--- config.mk ---
export PLATFORM = sky130hd
export DESIGN_NAME = etapa_busqueda_flat
export DESIGN_NICKNAME = d
export VERILOG_FILES = /design/src/rtl/etapa_busqueda_if.sv /design/src/rtl/etapa_busqueda.sv /design/src/flat_wrapper.sv
export SDC_FILE = /design/constraint.sdc
export NUM_CORES = 1
export LEC_CHECK = 0
export CORE_ASPECT_RATIO = 0.8
export CORE_MARGIN = 2
export CORE_UTILIZATION = 65
export DETAILED_ROUTE_END_ITERATION = 6
export DONT_BUFFER_PORTS = 1
export HOLD_SLACK_MARGIN = 0.03
export PLACE_DENSITY = 0.83
export REMOVE_ABC_BUFFERS = 1
export SLEW_MARGIN = 30
export SYNTH_ARGS = -nofsm -noshare
export SYNTH_HDL_FRONTEND = slang
export SYNTH_SLANG_ARGS = --single-unit
--- constraint.sdc ---
create_clock -name clk -period 3.46 [get_ports clk]
set_clock_uncertainty 0.15 [all_clocks]
set_input_delay 0 -clock clk [delete_from_list [all_inputs] [get_ports clk]]
set_output_delay 0 -clock clk [all_outputs]
set_load 0.05 [all_outputs]
--- src/rtl/etapa_busqueda_if.sv ---
// Fetch-stage bus: ROM read port (req/ack) and downstream issue port (valid/ready).
// master = fetch stage; slave = ROM plus the control unit / datapath consumer.
//   rom_addr/rom_req -> ROM, rom_ack/rom_data <- ROM
//   instruction/operands/instr_valid -> downstream, instr_ready <- downstream
interface etapa_busqueda_if #(
    parameter int ADDR_W  = 8,
    parameter int INSTR_W = 20
);
    logic [ADDR_W-1:0]  rom_addr;
    logic               rom_req;
    logic               rom_ack;
    logic [INSTR_W-1:0] rom_data;
    logic [3:0]         instruction;
    logic [INSTR_W-5:0] operands;
    logic               instr_valid;
    logic               instr_ready;

    modport master (
        output rom_addr, rom_req,
        input  rom_ack, rom_data,
        output instruction, operands, instr_valid,
        input  instr_ready
    );

    modport slave (
        input  rom_addr, rom_req,
        output rom_ack, rom_data,
        input  instruction, operands, instr_valid,
        output instr_ready
    );
endinterface

--- src/rtl/etapa_busqueda.sv ---
// Instruction-fetch stage: PC, ROM read over req/ack, instruction register,
// and valid/ready issue of opcode + operands to the control unit.
// Ports: clk, rst (async, active-high), start, bus (etapa_busqueda_if.master),
//   pc (current program counter), halted (HALT opcode or fault),
//   fetch_err (stopped because ROM never acked within ACK_TIMEOUT cycles).
// Optional feature: define BUSQUEDA_JUMP_EN to make opcode 4'b0111 an
//   in-stage jump (pc <= operand low bits, never issued downstream).
module etapa_busqueda #(
    parameter int ADDR_W      = 8,
    parameter int INSTR_W     = 20,
    parameter int ACK_TIMEOUT = 16
) (
    input  logic                clk,
    input  logic                rst,
    input  logic                start,
    etapa_busqueda_if.master    bus,
    output logic [ADDR_W-1:0]   pc,
    output logic                halted,
    output logic                fetch_err
);

    localparam logic [3:0] OPC_HALT = 4'hF;
    localparam int CNT_W =
        (ACK_TIMEOUT > 0) ? $clog2(ACK_TIMEOUT + 1) : 1;

    typedef enum logic [1:0] {
        IDLE,
        FETCH,
        ISSUE,
        HALT
    } state_t;

    state_t             state_q;
    state_t             state_n;
    logic [ADDR_W-1:0]  pc_n;
    logic [CNT_W-1:0]   cnt_q;
    logic [CNT_W-1:0]   cnt_n;
    logic [INSTR_W-1:0] ir_q;
    logic               ir_load;
    logic               err_n;
    logic [3:0]         opc_in;
    logic               is_jmp;

    assign opc_in = bus.rom_data[INSTR_W-1 -: 4];

`ifdef BUSQUEDA_JUMP_EN
    assign is_jmp = (opc_in == 4'h7);
`else
    assign is_jmp = 1'b0;
`endif

    assign bus.rom_addr    = pc;
    assign bus.instruction = ir_q[INSTR_W-1 -: 4];
    assign bus.operands    = ir_q[INSTR_W-5:0];

    always_comb begin
        state_n = state_q;
        pc_n    = pc;
        cnt_n   = cnt_q;
        ir_load = 1'b0;
        err_n   = fetch_err;
        unique case (state_q)
            IDLE: begin
                if (start) begin
                    state_n = FETCH;
                    cnt_n   = '0;
                end
            end
            FETCH: begin
                if (bus.rom_ack) begin
                    ir_load = 1'b1;
                    cnt_n   = '0;
                    if (opc_in == OPC_HALT) begin
                        state_n = HALT;
                    end else if (is_jmp) begin
                        // Jump resolves here; a fresh request for the
                        // target goes out next cycle.
                        pc_n = bus.rom_data[ADDR_W-1:0];
                    end else begin
                        state_n = ISSUE;
                    end
                end else begin
                    cnt_n = cnt_q + CNT_W'(1);
                    if (ACK_TIMEOUT != 0 &&
                        cnt_n == CNT_W'(ACK_TIMEOUT)) begin
                        state_n = HALT;
                        err_n   = 1'b1;
                    end
                end
            end
            ISSUE: begin
                if (bus.instr_ready) begin
                    pc_n    = pc + ADDR_W'(1);
                    state_n = FETCH;
                end
            end
            HALT: begin
                state_n = HALT;
            end
        endcase
    end

    // Handshake outputs are decoded from the next state so they are
    // flop outputs aligned with the state they describe.
    always_ff @(posedge clk or posedge rst) begin
        if (rst) begin
            state_q         <= IDLE;
            pc              <= '0;
            cnt_q           <= '0;
            ir_q            <= '0;
            fetch_err       <= 1'b0;
            halted          <= 1'b0;
            bus.rom_req     <= 1'b0;
            bus.instr_valid <= 1'b0;
        end else begin
            state_q         <= state_n;
            pc              <= pc_n;
            cnt_q           <= cnt_n;
            fetch_err       <= err_n;
            halted          <= (state_n == HALT);
            bus.rom_req     <= (state_n == FETCH);
            bus.instr_valid <= (state_n == ISSUE);
            if (ir_load) begin
                ir_q <= bus.rom_data;
            end
        end
    end

endmodule

--- src/flat_wrapper.sv ---
// flat-port wrapper written by rule: the top's interface ports become plain ports
module etapa_busqueda_flat 
#(
    parameter int ADDR_W      = 8,
    parameter int INSTR_W     = 20,
    parameter int ACK_TIMEOUT = 16
)
  (clk, rst, start, pc, halted, fetch_err, bus_rom_addr, bus_rom_req, bus_rom_ack, bus_rom_data, bus_instruction, bus_operands, bus_instr_valid, bus_instr_ready);
  etapa_busqueda_if #(.ADDR_W(ADDR_W), .INSTR_W(INSTR_W)) bus_i ();
  input  logic clk;
  input  logic rst;
  input  logic start;
  output logic [ADDR_W-1:0] pc;
  output logic halted;
  output logic fetch_err;
  output wire logic [$bits(bus_i.rom_addr)-1:0] bus_rom_addr;
  output wire logic [$bits(bus_i.rom_req)-1:0] bus_rom_req;
  input wire logic [$bits(bus_i.rom_ack)-1:0] bus_rom_ack;
  input wire logic [$bits(bus_i.rom_data)-1:0] bus_rom_data;
  output wire logic [$bits(bus_i.instruction)-1:0] bus_instruction;
  output wire logic [$bits(bus_i.operands)-1:0] bus_operands;
  output wire logic [$bits(bus_i.instr_valid)-1:0] bus_instr_valid;
  input wire logic [$bits(bus_i.instr_ready)-1:0] bus_instr_ready;
  assign bus_rom_addr = bus_i.rom_addr;
  assign bus_rom_req = bus_i.rom_req;
  assign bus_i.rom_ack = bus_rom_ack;
  assign bus_i.rom_data = bus_rom_data;
  assign bus_instruction = bus_i.instruction;
  assign bus_operands = bus_i.operands;
  assign bus_instr_valid = bus_i.instr_valid;
  assign bus_i.instr_ready = bus_instr_ready;
  etapa_busqueda #(.ADDR_W(ADDR_W), .INSTR_W(INSTR_W), .ACK_TIMEOUT(ACK_TIMEOUT)) u_core (.clk(clk), .rst(rst), .start(start), .bus(bus_i), .pc(pc), .halted(halted), .fetch_err(fetch_err));
endmodule
==> results.yml <==
critical_path:
  r2r-end: "u_core.bus.instr_valid$_DFF_PP0_"
  critPathArrivalTime_ps: 2410
  start_kind: "flop"
  r2r_start: "u_core.state_q[1]$_DFF_PP0_"
  critPathCaptureType: "flop"
  critPathLaunch: "u_core.state_q[1]$_DFF_PP0_"
  cp_max_fo: 14
  rr_worst_depth: 5
  cp.required_ps: 3620
  rrSetupSlack_ps: 1210
  path_class: "flop to flop"
detailed_routing:
  antenna_left: 0
  vias: 1120
  wire_per_inst_um: 18.1
  wirelength_um: 3560
  via_per_inst: 5.71
  drc_errors: 0
  drtPass1Iterations: 4
  drt_iter0_markers: 59
grt:
  grt-ovfl-total: 0
  grt_use_total: 0.268
  grt_pass1_wl_um: 5690
  grt_max_degree: 40
  grt_antenna_before_repair: 0
  first_global_vias: 1189
cts:
  path_clk_slew_ps: 130
  root_buffer: "clkbuf_4"
  cts_htree_levels: 2
  clock-sinks: 39
  numCtsBuffers: 5
  clockBufferDepth: 2
  cts_tree: "built"
  insertion_delay_ps: 360
  postCtsResizedCells: 0
run_status:
  status: "finished clean"
layout:
  fill_cells: 136
  drive_gt1_frac: 0.231
  postLayoutCellArea_um2: 2060
  fin_nets: 186
  area_growth_pct: 21.6
  diodes: 0
  final_util: 0.838
  multi_input_area_um2: 623
  seq_area_um2: 976
yosys:
  syn_inst: 133
  synthTopCellsByArea: "dfrtp_1, mux2_2, buf_4"
  yosysSeqAreaShare: 0.575
  yosys_warnings: 0
  ys_ff_latch: 39
  synthesis.area_um2: 1700
  post-synth-top-count-cell: "dfrtp_1"
  synth_ff_type: "dfrtp_1"
  synthArstFlopShare: 1.00
  netlist_top_cells_count: "dfrtp_1, mux2_2, buf_4"
  ys_types: 34
  avgSynthCellArea_um2: 12.8
  synth_top_area_share: 0.575
  synth_top_area_cell: "dfrtp_1"
  synth-edff-count: 0
timing:
  hold_viol: 0
  relSlewSlack: 0.347
  fin_ws_ps: 1210
  setup_viol: 0
  hold-worst-slack_ps: 65.0
  period_minus_slack_ps: 2250
  rsz0062_at_grt: "no"
  timing.fmax_ghz: 0.444
  fin_crit_sh: 0.652
  maxSlewViolCount: 0
  tns_ps: 0
  worstMarginPinSlew_ps: 980
die:
  start_util: 0.689
  die_w_um: 61.1
  core_um2: 2460
  die_area_um2: 3040
  die_y_um: 49.7
  fp-row-count: 16
  ioPinCount: 65
power:
  powerDensity_nw_per_um2: 1010
  ir_drop_v: 0.000699
  p_leak_nw: 0.924
placed_design:
  io_buffers: 0
  place_congestion: 0.726
  postPlaceCellArea_um2: 1690
  hpwlAfterDp_um: 2130
  preCtsSetupSlack_ps: 1270
worst_hold_path:
  hold_path.class: "input pin to async pin"
run:
  maxCapViolCount: 0
[logic make-up after synthesis]
| logic type | count (synthesis) | share of synthesized area |
|---|---|---|
| flip-flops | 39 | 0.575 |
| buffers and inverters | 14 | 0.0575 |
| AND/OR/NAND/NOR | 32 | 0.107 |
| adder cells (fa/ha/maj) | 2 | 0.0147 |
| XOR/XNOR | 8 | 0.0413 |
| AO/OA/AOI/OAI | 17 | 0.0649 |
| multiplexers | 21 | 0.139 |
[layout by cell type, fill, tap and decap left out, types with 2 or more instances in the layout]
master / n
a21o_1: 2
and3_1: 2
buf_4: 6
bufinv_16: 2
clkbuf_4: 5
dfrtp_1: 39
dlygate4sd3_1: 25
ha_1: 2
mux2_2: 21
nand2_1: 8
nand2b_1: 2
nand3b_1: 3
nand4_1: 4
nor2_1: 6
o21ai_0: 5
o21ai_1: 2
xnor2_1: 5
xor2_1: 3
[sequential cells by signal (all words and copies together), names as in the netlist]
register / count
u_core.ir_q: 20
u_core.bus.rom_addr: 8
u_core.cnt_q: 5
u_core.state_q: 2
u_core.bus.instr_valid: 1
u_core.bus.rom_req: 1
u_core.fetch_err: 1
u_core.halted: 1
[stage by stage]
step	power, mW	cells
6_report	2.07	196
5_1_grt	2.16	196
4_1_cts	2.05	195
3_5_place_dp	1.65	162
3_3_place_gp	1.63	162
2_1_floorplan	1.55	120
[area by class of cell]
cell class / instances / area share
clock inverters: 3 / 0.0327
inverters: 1 / 0.00182
repair buffers: 32 / 0.150
well taps: 36 / 0.0218
clock buffers: 5 / 0.0182
flip-flops and latches: 39 / 0.473
multi-input cells: 80 / 0.302
[routing by layer]
metal,part of all wire,vias to the layer above,track usage
met5,0,-,0
met4,0.0087,0,0.0870
met3,0.077,6,0.113
met2,0.52,46,0.445
met1,0.40,557,0.307
li1,-,511,-
[how the worst max path moves through the flow]
stage | to | slack (ps) | depth (start not counted)
finish | u_core.bus.instr_valid$_DFF_PP0_ | 1210 | 5
global route | u_core.bus.instr_valid$_DFF_PP0_ | 1050 | 5
CTS | u_core.bus.instr_valid$_DFF_PP0_ | 870 | 4
detailed placement | u_core.bus.rom_req$_DFF_PP0_ | 1270 | 4
global placement | u_core.bus.rom_req$_DFF_PP0_ | 1440 | 4
floorplan | u_core.bus.rom_addr[7]$_DFFE_PP0P_ | 1610 | 3
[critical path, stage by stage, from the launching register on]
cell           delay, ps
dfrtp_1              510
nand3b_1             450
buf_8                290
nand2b_1             180
o21ai_0               80
dlygate4sd3_1        560
[timing repair]
| item | CTS | global route |
|---|---|---|
| hold endpoints to repair | 74 | 0 |
| endpoints found under the setup margin | 0 | 0 |
| setup buffers | 0 | 0 |
| hold buffers | 25 | 0 |
[power by group]
group	switching, mW	internal, mW
logic	0.227	0.213
clock network	0.161	0.225
registers	0.638	0.612
No activity file was read; power rests on OpenSTA's default activity.
